$ cat config.mk
export PLATFORM = sky130hd
export DESIGN_NAME = address_encoder
export DESIGN_NICKNAME = d
export VERILOG_FILES = /design/src/rtl/address_encoder_pkg.sv /design/src/rtl/address_encoder_frame_fifo.sv /design/src/rtl/address_encoder.sv
export SDC_FILE = /design/constraint.sdc
export NUM_CORES = 1
export LEC_CHECK = 0
export BUFFER_PORTS_ARGS = -buffer_cell sky130_fd_sc_hd__buf_2
export CORE_UTILIZATION = 51
export DETAILED_ROUTE_END_ITERATION = 6
export PLACE_DENSITY = 0.78
export SLEW_MARGIN = 10
export SYNTH_ARGS = -nofsm -noshare
export SYNTH_HDL_FRONTEND = slang
export SYNTH_SLANG_ARGS = --single-unit
$ cat constraint.sdc
create_clock -name clk -period 1.55 [get_ports clk]
set_input_delay 0 -clock clk [delete_from_list [all_inputs] [get_ports clk]]
set_output_delay 0 -clock clk [all_outputs]
set_load 0.01 [all_outputs]
$ cat src/rtl/address_encoder_pkg.sv
// Shared frame-protocol definitions for the address encoder and the frame decoder:
// output FSM state encodings, frame field positions, default transmit timeout
// and a frame packing helper.
package address_encoder_pkg;

    localparam int FRAME_W  = 8;
    localparam int ADDR_MSB = 7;
    localparam int ADDR_LSB = 4;
    localparam int DATA_MSB = 3;
    localparam int DATA_LSB = 0;

    localparam int DEFAULT_TIMEOUT = 255;

    typedef enum logic [1:0] {
        ST_IDLE = 2'd0,
        ST_SEND = 2'd1,
        ST_GAP  = 2'd2
    } enc_state_e;

    // Place register address and data into their frame fields.
    function automatic logic [FRAME_W-1:0] pack_frame(input logic [3:0] addr,
                                                      input logic [3:0] dat);
        logic [FRAME_W-1:0] f;
        f = {FRAME_W{1'b0}};
        f[ADDR_MSB:ADDR_LSB] = addr;
        f[DATA_MSB:DATA_LSB] = dat;
        return f;
    endfunction

endpackage

$ cat src/rtl/address_encoder_frame_fifo.sv
// frame_fifo: synchronous FIFO of WIDTH-bit frames, DEPTH entries (power of two).
// Pointers carry one extra wrap bit so full and empty are distinguishable.
// full/empty are registered from the next-state pointers.
module frame_fifo
    import address_encoder_pkg::*;
#(
    parameter int WIDTH = FRAME_W,
    parameter int DEPTH = 4
) (
    input  logic             clk,
    input  logic             rst,
    input  logic             push_i,
    input  logic [WIDTH-1:0] wr_data_i,
    input  logic             pop_i,
    output logic [WIDTH-1:0] rd_data_o,
    output logic             full_o,
    output logic             empty_o
);

    localparam int AW = $clog2(DEPTH);
    localparam logic [AW:0] PTR_ONE = {{AW{1'b0}}, 1'b1};

    logic [WIDTH-1:0] mem_q [DEPTH];
    logic [AW:0]      wr_ptr_q, wr_ptr_d;
    logic [AW:0]      rd_ptr_q, rd_ptr_d;
    logic             full_q, full_d;
    logic             empty_q, empty_d;
    logic             do_push_s, do_pop_s;

    // Qualify push/pop against the current (pre-pop) occupancy and compute next pointers.
    always_comb begin
        do_push_s = push_i & ~full_q;
        do_pop_s  = pop_i & ~empty_q;
        wr_ptr_d  = wr_ptr_q;
        rd_ptr_d  = rd_ptr_q;
        if (do_push_s) begin
            wr_ptr_d = wr_ptr_q + PTR_ONE;
        end else begin
            wr_ptr_d = wr_ptr_q;
        end
        if (do_pop_s) begin
            rd_ptr_d = rd_ptr_q + PTR_ONE;
        end else begin
            rd_ptr_d = rd_ptr_q;
        end
        if ((wr_ptr_d[AW] != rd_ptr_d[AW]) && (wr_ptr_d[AW-1:0] == rd_ptr_d[AW-1:0])) begin
            full_d = 1'b1;
        end else begin
            full_d = 1'b0;
        end
        if (wr_ptr_d == rd_ptr_d) begin
            empty_d = 1'b1;
        end else begin
            empty_d = 1'b0;
        end
    end

    // Pointer and status flag registers.
    always_ff @(posedge clk or posedge rst) begin
        if (rst) begin
            wr_ptr_q <= {(AW+1){1'b0}};
            rd_ptr_q <= {(AW+1){1'b0}};
            full_q   <= 1'b0;
            empty_q  <= 1'b1;
        end else begin
            wr_ptr_q <= wr_ptr_d;
            rd_ptr_q <= rd_ptr_d;
            full_q   <= full_d;
            empty_q  <= empty_d;
        end
    end

    // Storage array; contents are don't-care while the pointers say empty.
    always_ff @(posedge clk) begin
        if (do_push_s) begin
            mem_q[wr_ptr_q[AW-1:0]] <= wr_data_i;
        end
    end

    assign rd_data_o = mem_q[rd_ptr_q[AW-1:0]];
    assign full_o    = full_q;
    assign empty_o   = empty_q;

endmodule

$ cat src/rtl/address_encoder.sv
// address_encoder: accepts {address,data} register writes from a producer with a
// valid/ack handshake, queues them in a frame_fifo and presents them one at a
// time to a byte transmitter (frame_valid held until tx_ack, then one gap cycle).
// Optional build macro ADDRESS_ENCODER_TIMEOUT_EN: drop a frame that has waited
// TIMEOUT cycles in SEND without tx_ack and pulse 'dropped'.
module address_encoder
    import address_encoder_pkg::*;
#(
    parameter int DEPTH   = 4,
    parameter int TIMEOUT = DEFAULT_TIMEOUT
) (
    input  logic               clk,
    input  logic               rst,
    input  logic [3:0]         address,
    input  logic [3:0]         data,
    input  logic               valid,
    output logic               ack,
    output logic [FRAME_W-1:0] frame,
    output logic               frame_valid,
    input  logic               tx_ack,
    output logic               full,
    output logic               dropped
);

    if ((DEPTH < 2) || (DEPTH > 16) || ((DEPTH & (DEPTH - 1)) != 0)) begin : g_bad_depth
        $error("address_encoder: DEPTH must be a power of two in 2..16");
    end
    if ((TIMEOUT < 1) || (TIMEOUT > 255)) begin : g_bad_timeout
        $error("address_encoder: TIMEOUT must be in 1..255");
    end

    enc_state_e         state_q, state_d;
    logic               armed_q, armed_d;
    logic               ack_q, ack_d;
    logic [FRAME_W-1:0] frame_q, frame_d;
    logic               frame_valid_q, frame_valid_d;
    logic               accept_s;
    logic               pop_s;
    logic               full_s;
    logic               empty_s;
    logic               timeout_s;
    logic [FRAME_W-1:0] head_s;

    frame_fifo #(
        .WIDTH (FRAME_W),
        .DEPTH (DEPTH)
    ) u_fifo (
        .clk       (clk),
        .rst       (rst),
        .push_i    (accept_s),
        .wr_data_i (pack_frame(address, data)),
        .pop_i     (pop_s),
        .rd_data_o (head_s),
        .full_o    (full_s),
        .empty_o   (empty_s)
    );

    // Producer side: one accepted entry per valid assertion; re-arm only once valid drops.
    always_comb begin
        accept_s = valid & armed_q & ~full_s;
        ack_d    = accept_s;
        if (accept_s) begin
            armed_d = 1'b0;
        end else if (!valid) begin
            armed_d = 1'b1;
        end else begin
            armed_d = armed_q;
        end
    end

    // Producer handshake registers.
    always_ff @(posedge clk or posedge rst) begin
        if (rst) begin
            armed_q <= 1'b1;
            ack_q   <= 1'b0;
        end else begin
            armed_q <= armed_d;
            ack_q   <= ack_d;
        end
    end

`ifdef ADDRESS_ENCODER_TIMEOUT_EN
    localparam logic [7:0] TIMEOUT_LAST = 8'(TIMEOUT - 1);

    logic [7:0] cnt_q, cnt_d;
    logic       dropped_q, dropped_d;

    // SEND-cycle counter: counts completed SEND cycles, cleared whenever SEND is left.
    always_comb begin
        if ((state_q == ST_SEND) && (cnt_q == TIMEOUT_LAST)) begin
            timeout_s = 1'b1;
        end else begin
            timeout_s = 1'b0;
        end
        if ((state_q == ST_SEND) && (state_d == ST_SEND)) begin
            cnt_d = cnt_q + 8'd1;
        end else begin
            cnt_d = 8'd0;
        end
        if (timeout_s && !tx_ack) begin
            dropped_d = 1'b1;
        end else begin
            dropped_d = 1'b0;
        end
    end

    // Timeout counter and drop pulse registers.
    always_ff @(posedge clk or posedge rst) begin
        if (rst) begin
            cnt_q     <= 8'd0;
            dropped_q <= 1'b0;
        end else begin
            cnt_q     <= cnt_d;
            dropped_q <= dropped_d;
        end
    end

    assign dropped = dropped_q;
`else
    assign timeout_s = 1'b0;
    assign dropped   = 1'b0;
`endif

    // FSM state register.
    always_ff @(posedge clk or posedge rst) begin
        if (rst) begin
            state_q <= ST_IDLE;
        end else begin
            state_q <= state_d;
        end
    end

    // FSM next state: tx_ack is only meaningful in SEND and beats a same-cycle timeout.
    always_comb begin
        state_d = state_q;
        case (state_q)
            ST_IDLE: begin
                if (!empty_s) begin
                    state_d = ST_SEND;
                end else begin
                    state_d = ST_IDLE;
                end
            end
            ST_SEND: begin
                if (tx_ack) begin
                    state_d = ST_GAP;
                end else if (timeout_s) begin
                    state_d = ST_GAP;
                end else begin
                    state_d = ST_SEND;
                end
            end
            ST_GAP: begin
                state_d = ST_IDLE;
            end
            default: begin
                state_d = ST_IDLE;
            end
        endcase
    end

    // FSM outputs: pop the head while idle, frame_valid registered from the next state.
    always_comb begin
        if ((state_q == ST_IDLE) && !empty_s) begin
            pop_s = 1'b1;
        end else begin
            pop_s = 1'b0;
        end
        if (pop_s) begin
            frame_d = head_s;
        end else begin
            frame_d = frame_q;
        end
        if (state_d == ST_SEND) begin
            frame_valid_d = 1'b1;
        end else begin
            frame_valid_d = 1'b0;
        end
    end

    // Frame output registers; frame stays stable for the whole SEND period.
    always_ff @(posedge clk or posedge rst) begin
        if (rst) begin
            frame_q       <= {FRAME_W{1'b0}};
            frame_valid_q <= 1'b0;
        end else begin
            frame_q       <= frame_d;
            frame_valid_q <= frame_valid_d;
        end
    end

    assign ack         = ack_q;
    assign frame       = frame_q;
    assign frame_valid = frame_valid_q;
    assign full        = full_s;

endmodule

**After elaboration in Yosys (flattened, before gate mapping)**

Memory sizes are Yosys's and may differ from the RTL's. A register that Yosys moved wholly into a read port is not among the register bits.
Index checks and enable logic that the tools add are counted.
W data, S select, Z words.

- Register bits: 13
- Bits in latches: 0
- Bits in writable memories: 32
- ROM bits: 0
- Input bits: 12
- Output and inout bits: 12
- Logic and storage cells: 40
- Memories: 1

Memory list:

| memory | words | bits a word | read ports | clocked after Yosys merged registers in | write ports | line | RTL |
|---|---|---|---|---|---|---|---|
| u_fifo.mem_q | 4 | 8 | 1 | 1 | 1 | address_encoder_frame_fifo.sv:23 | `logic [WIDTH-1:0] mem_q [DEPTH];` |

- Add/subtract/negate cells: 2
- Multipliers: 0
- Divide/modulo/power cells: 0
- Magnitude comparators: 0
- Equality and inequality tests: 6
- Shift-type cells: 0
- Multiplexer cells: 13
- Bitwise logic cells: 6
- Reductions and logical operators: 4

Operators by type and width:

| operator | number |
|---|---|
| $mux W1 | 9 |
| $add A3 B1 Y3 const B | 2 |
| $mux W3 | 2 |
| $and A1 B1 Y1 | 4 |
| $eq A2 B1 Y1 const B | 2 |
| $pmux W2 S2 | 1 |
| $eq A3 B3 Y1 | 1 |
| $eq A2 B2 Y1 | 1 |
| $logic_and A1 B1 Y1 | 2 |
| $logic_not A2 Y1 | 1 |
| $mux W2 | 1 |
| $ne A2 B1 Y1 const B | 1 |
| $not A1 Y1 | 2 |
| $logic_not A1 Y1 | 1 |
| $ne A1 B1 Y1 | 1 |

**Longest topological paths before layout**

- Word-level depth: 8
- Depth in mapped cells: 5

**By module**

Synthesis repeated with hierarchy kept, for this count alone.

- Cell total of the unflattened synthesis: 113
- Area total of the unflattened synthesis: 2110.8 um^2

Modules (own cells, without submodules):

| module | times used | cells an instance | area an instance (um^2) |
|---|---|---|---|
| frame_fifo | 1 | 79 | 1617.8 |
| address_encoder | 1 | 34 | 493.0 |

**Least setup slack after synthesis**

No wires, ideal clock.

- Path type: flip-flop to flip-flop
- Start: register armed_q
- End: register u_fifo.empty_q (netlist: u_fifo.empty_o)
- Library setup time: 84 ps
- Arrival: 1547 ps
- Data required time: 1466 ps
- Setup slack: -81 ps
- Cell stages (with the launch flop): 6
- Buffers on the path: 1
- Cells stage by stage: dfstp_2 -> and3b_1 -> clkbuf_1 -> mux2_2 -> xor2_1 -> nor3b_1

- Word-level cells in the longest chain between the ends: 6

Ends and longest elaborated chain:

| item | line | RTL |
|---|---|---|
| start: declaration | address_encoder.sv:33 | `logic armed_q, armed_d;` |
| start signal: assignment | address_encoder.sv:77 | `armed_q <= armed_d;` |
| $and A1 B1 Y1 (2 in series) | address_encoder.sv:60 | `accept_s = valid & armed_q & ~full_s;` |
| named net accept_s | address_encoder.sv:37 | `logic accept_s;` |
| $and A1 B1 Y1 | address_encoder_frame_fifo.sv:32 | `do_push_s = push_i & ~full_q;` |
| $mux W3 | address_encoder_frame_fifo.sv:36 | `if (do_push_s) begin` |
| named net u_fifo.wr_ptr_d[1] | address_encoder_frame_fifo.sv:24 | `logic [AW:0] wr_ptr_q, wr_ptr_d;` |
| $eq A3 B3 Y1 | address_encoder_frame_fifo.sv:51 | `if (wr_ptr_d == rd_ptr_d) begin` |
| $mux W1 | address_encoder_frame_fifo.sv:51 |  |
| named net u_fifo.empty_d | address_encoder_frame_fifo.sv:27 | `logic empty_q, empty_d;` |
| end signal: assignment | address_encoder_frame_fifo.sv:69 | `empty_q <= empty_d;` |
| end: declaration | address_encoder_frame_fifo.sv:27 |  |

The timed path passes the listed nets, and every way through them passes these cells.
A chain may end at the register's enable or synchronous reset.

**Worst setup path after layout**

- Start: register armed_q
- End: register u_fifo.empty_q (netlist: u_fifo.empty_o)

- Word-level cells in the longest chain between the ends: 6

Ends and longest elaborated chain:

| item | line |
|---|---|
| $and A1 B1 Y1 (2 in series) | address_encoder.sv:60 |
| $and A1 B1 Y1 | address_encoder_frame_fifo.sv:32 |
| $mux W3 | address_encoder_frame_fifo.sv:36 |
| named net u_fifo.wr_ptr_d[1] | address_encoder_frame_fifo.sv:24 |
| $eq A3 B3 Y1 | address_encoder_frame_fifo.sv:51 |
| $mux W1 | address_encoder_frame_fifo.sv:51 |
| named net u_fifo.empty_d | address_encoder_frame_fifo.sv:27 |

The timed path passes the listed nets, and every way through them passes these cells.

==> metrics <==
Place WS=-0.00727 ns; worst-margin pin slew=roughly 0.82 ns; CTS clock-pin slew for the worst setup and hold paths=roughly 0.090 ns; Net Count, Synth=127; H-tree depth=2; fin nets=approximately 180; skew final=around 0.0080 ns; ys flop type=edfxtp_1; DRT iter0 DRCs=28; IO Pins=24; hpwl dp=about 2300 microns; Final ANT Viol Nets=0; die area=roughly 4300 sq um; CTS root buf=clkbuf_8; Core Box Area=3770 sq um; number of global-route vias before repair=~1200; WP data required=1.78 ns; Sw Share=30.2%; starting density of the core=between 50 and 60%; Worst-Skew Late Latency=about 0.30 ns; synth unique cells=26; initial antenna violation count=0; CTS tree=built; critical path class=reg2reg; Setup violations, final=0; crit-path cells=and3b_2 -> mux2_4 -> xor2_2 -> nor3b_2; HP Class=in2async; synthesized area per cell=18.8 sq um; n_diodes=0; global-route wire length before repair=roughly 5700 microns; Synth Area in Compound Gates=less than 1%; CP max FO=3; sequential cell area fraction in the yosys report=a little under three quarters; largest area contributor in the netlist=edfxtp_1; CTS Buf Count=5; Pwr Density=between 1500 and 2000 nW/um^2; gp weighted congestion=approximately 0.76; Fin. Hold Viols=0; Flop pwr share=42.2%; Post-Synth Simple-Gate Area=between 4 and 5%; largest net degree at the start of global routing=22; Die Width=65.8 microns; GRT Residual Overflow=0; area grow syn2layout=29.3%; max frequency=between 600 and 700 MHz; Post-synth EDFFs=32; Vias=about 1100; Critical Path AT=~1.8 ns; top cell type's share of synthesized area=about 46%; main combinational cell family by area after synthesis=multiplexers; worst vdd ir=around 0.85 mV; period utilization=98.3%; Total Power=around 5.0 mW; setup ws final=between 0.02 and 0.03 ns; Slew Limit Headroom=roughly 45%; Cell Area, Synth=2070 sq um; RSZ-0062 raised after global routing=yes; total track usage=18.9%; clk buf depth=2; filler cell count=240; Vias per Instance=roughly 5.2; P_int=about 3.5 mW; warnings from Yosys=0; Wirelength per Cell=between 15 and 20 microns; std cell rows=22; layout cells sized above 1=around half; critical path endpoint category=flip-flop; post-synthesis async set-or-reset flop share=39.6%; IO Port Bufs=22; Leakage=1.07 nW; total wire length=3680 microns; fin. max-slew vios=0; CP startpoint kind=flip-flop; status=completed; maximum capacitance violations=0; die extent in y=~66 microns; Syn Inst Count=110; Psw=1.50 mW; mux share of post-synthesis cell area=14.3%; drt first pass iters=4; #FFs+latches synth=between 50 and 60; Synth Area in XOR/XNOR=approximately 3.3%; max incr delay on CP=around 0.56 ns; CP max stage cell=dfstp_2; Logic pwr share=roughly 39%; Clock power frac=between 10% and 20%; min Tclk post-route=around 1.5 ns; dominant cells by area after synthesis=edfxtp_1, dfrtp_1, mux4_2, mux2_2, ha_1; clk sink count=between 50 and 60; DRC viols=0; adder-cell share of the synthesized area=~3.0%
[layout by cell type (no fill, tap or decap), drive strengths merged]
cell,Yosys,layout
bufinv,0,1
nor2b,1,1
ha,5,5
mux4,8,8
nand4b,1,1
dlygate4sd3,0,11
edfxtp,32,32
clkbuf,2,6
nor4b,1,1
and2,3,3
buf,2,37
and3b,1,1
clkinvlp,0,1
dfrtp,19,19
dfstp,2,2
xor2,4,4
nor3,2,2
nor3b,1,1
mux2,10,10
nor2,1,1
conb,1,1
nand2,3,3
xnor2,3,3
a211oi,2,2
inv,6,6
[power by group through the flow]
stage,clock [mW],combinational [mW],sequential (mW)
2_1_floorplan,0,1.03,2.11
3_3_place_gp,0,1.55,2.06
3_5_place_dp,0,1.61,2.09
4_1_cts,0.971,1.67,2.06
5_1_grt,1.03,2.09,2.13
6_report,0.950,1.92,2.09
[worst max-delay path, delay by kind of cell (launching register included)]
family           cells  cell delay (ns)
multiplexers         1             0.34
flip-flops           1             0.56
XOR/XNOR             1             0.19
AND/OR/NAND/NOR      2             0.38
[state kept, by name (all words and copies together) (netlist names)]
signal / cells
state_q: 2
frame_valid: 1
u_fifo.empty_o: 1
u_fifo.wr_ptr_q: 3
u_fifo.full_o: 1
u_fifo.mem_q: 32
ack: 1
u_fifo.rd_ptr_q: 3
frame: 8
armed_q: 1
[final cells by class]
| cell class | instances | area, sq um | share of cell area (%) |
|---|---|---|---|
| Tap cell | 48 | 60.1 | 2.24 |
| Timing Repair Buffer | 48 | 378 | 14.1 |
| Sequential cell | 53 | 1490 | 55.6 |
| Multi-Input combinational cell | 47 | 608 | 22.7 |
| Inverter | 6 | 22.5 | 0.840 |
| Clock buffer | 6 | 82.6 | 3.08 |
| Clock inverter | 2 | 37.5 | 1.40 |
[through the flow]
stage	setup TNS, ns	hold slack (ns)	utilization [%]	instances	instance area, sq um
after floorplan	-0.0227	-0.0250	-	110	2080
after global placement	0	0.151	62.2	187	2340
after detailed placement	-0.00727	0.170	62.2	187	2340
after CTS	0	0.377	68.6	207	2590
after global routing	-0.0566	0.435	71.1	210	2680
final	0	0.392	71.1	210	2680
[worst paths after layout]
path                                     startpoint                            to  slack [ns]  cells after the start
worst max-delay path            armed_q$_DFFE_PP1P_      u_fifo.empty_o$_DFF_PP1_        0.03                      4
worst min-delay path                            rst          frame[0]$_DFFE_PP0P_        0.39                      3
worst max register to register  armed_q$_DFFE_PP1P_      u_fifo.empty_o$_DFF_PP1_        0.03                      4
worst min register to register  armed_q$_DFFE_PP1P_           armed_q$_DFFE_PP1P_        0.48                      2
max in group asynchronous                       rst  u_fifo.wr_ptr_q[1]$_DFF_PP0_        0.59                      3
min in group clk                              valid           armed_q$_DFFE_PP1P_        0.42                      3
[cell usage after synthesis, types with 2 or more instances]
library cell,instances
ha_1,5
and2_1,3
dfstp_2,2
mux4_2,8
a211oi_1,2
inv_1,6
dfrtp_1,19
edfxtp_1,32
xnor2_1,3
mux2_2,9
nand2_1,3
clkbuf_1,2
xor2_1,3
[cell families (layout without fill, tap and decap cells)]
| logic type | count (synthesis) | count (layout) |
|---|---|---|
| flops | 53 | 53 |
| mux | 18 | 18 |
| simple gates | 14 | 14 |
| buf+inv | 10 | 62 |
| xor+xnor | 7 | 7 |
| fa+ha+maj | 5 | 5 |
| compound gates | 2 | 2 |
| other cells | 1 | 1 |
[timing repair]
item,in CTS,in global routing
hold buffers,11,0
gates resized for setup,2,13
buffers inserted,1,3
setup endpoints to repair,1,4
gates cloned,0,0
pin swaps,2,2
endpoints found under the hold margin,55,0
[per-layer routing]
metal	wire length (microns)	GRT usage (%)	share of wire (%)
met4	63	8.15	1.7
met2	1950	31.9	53
met1	1550	22.3	42
met5	0	0	0
met3	117	5.56	3.2
Power figures use the tool's default switching activity.
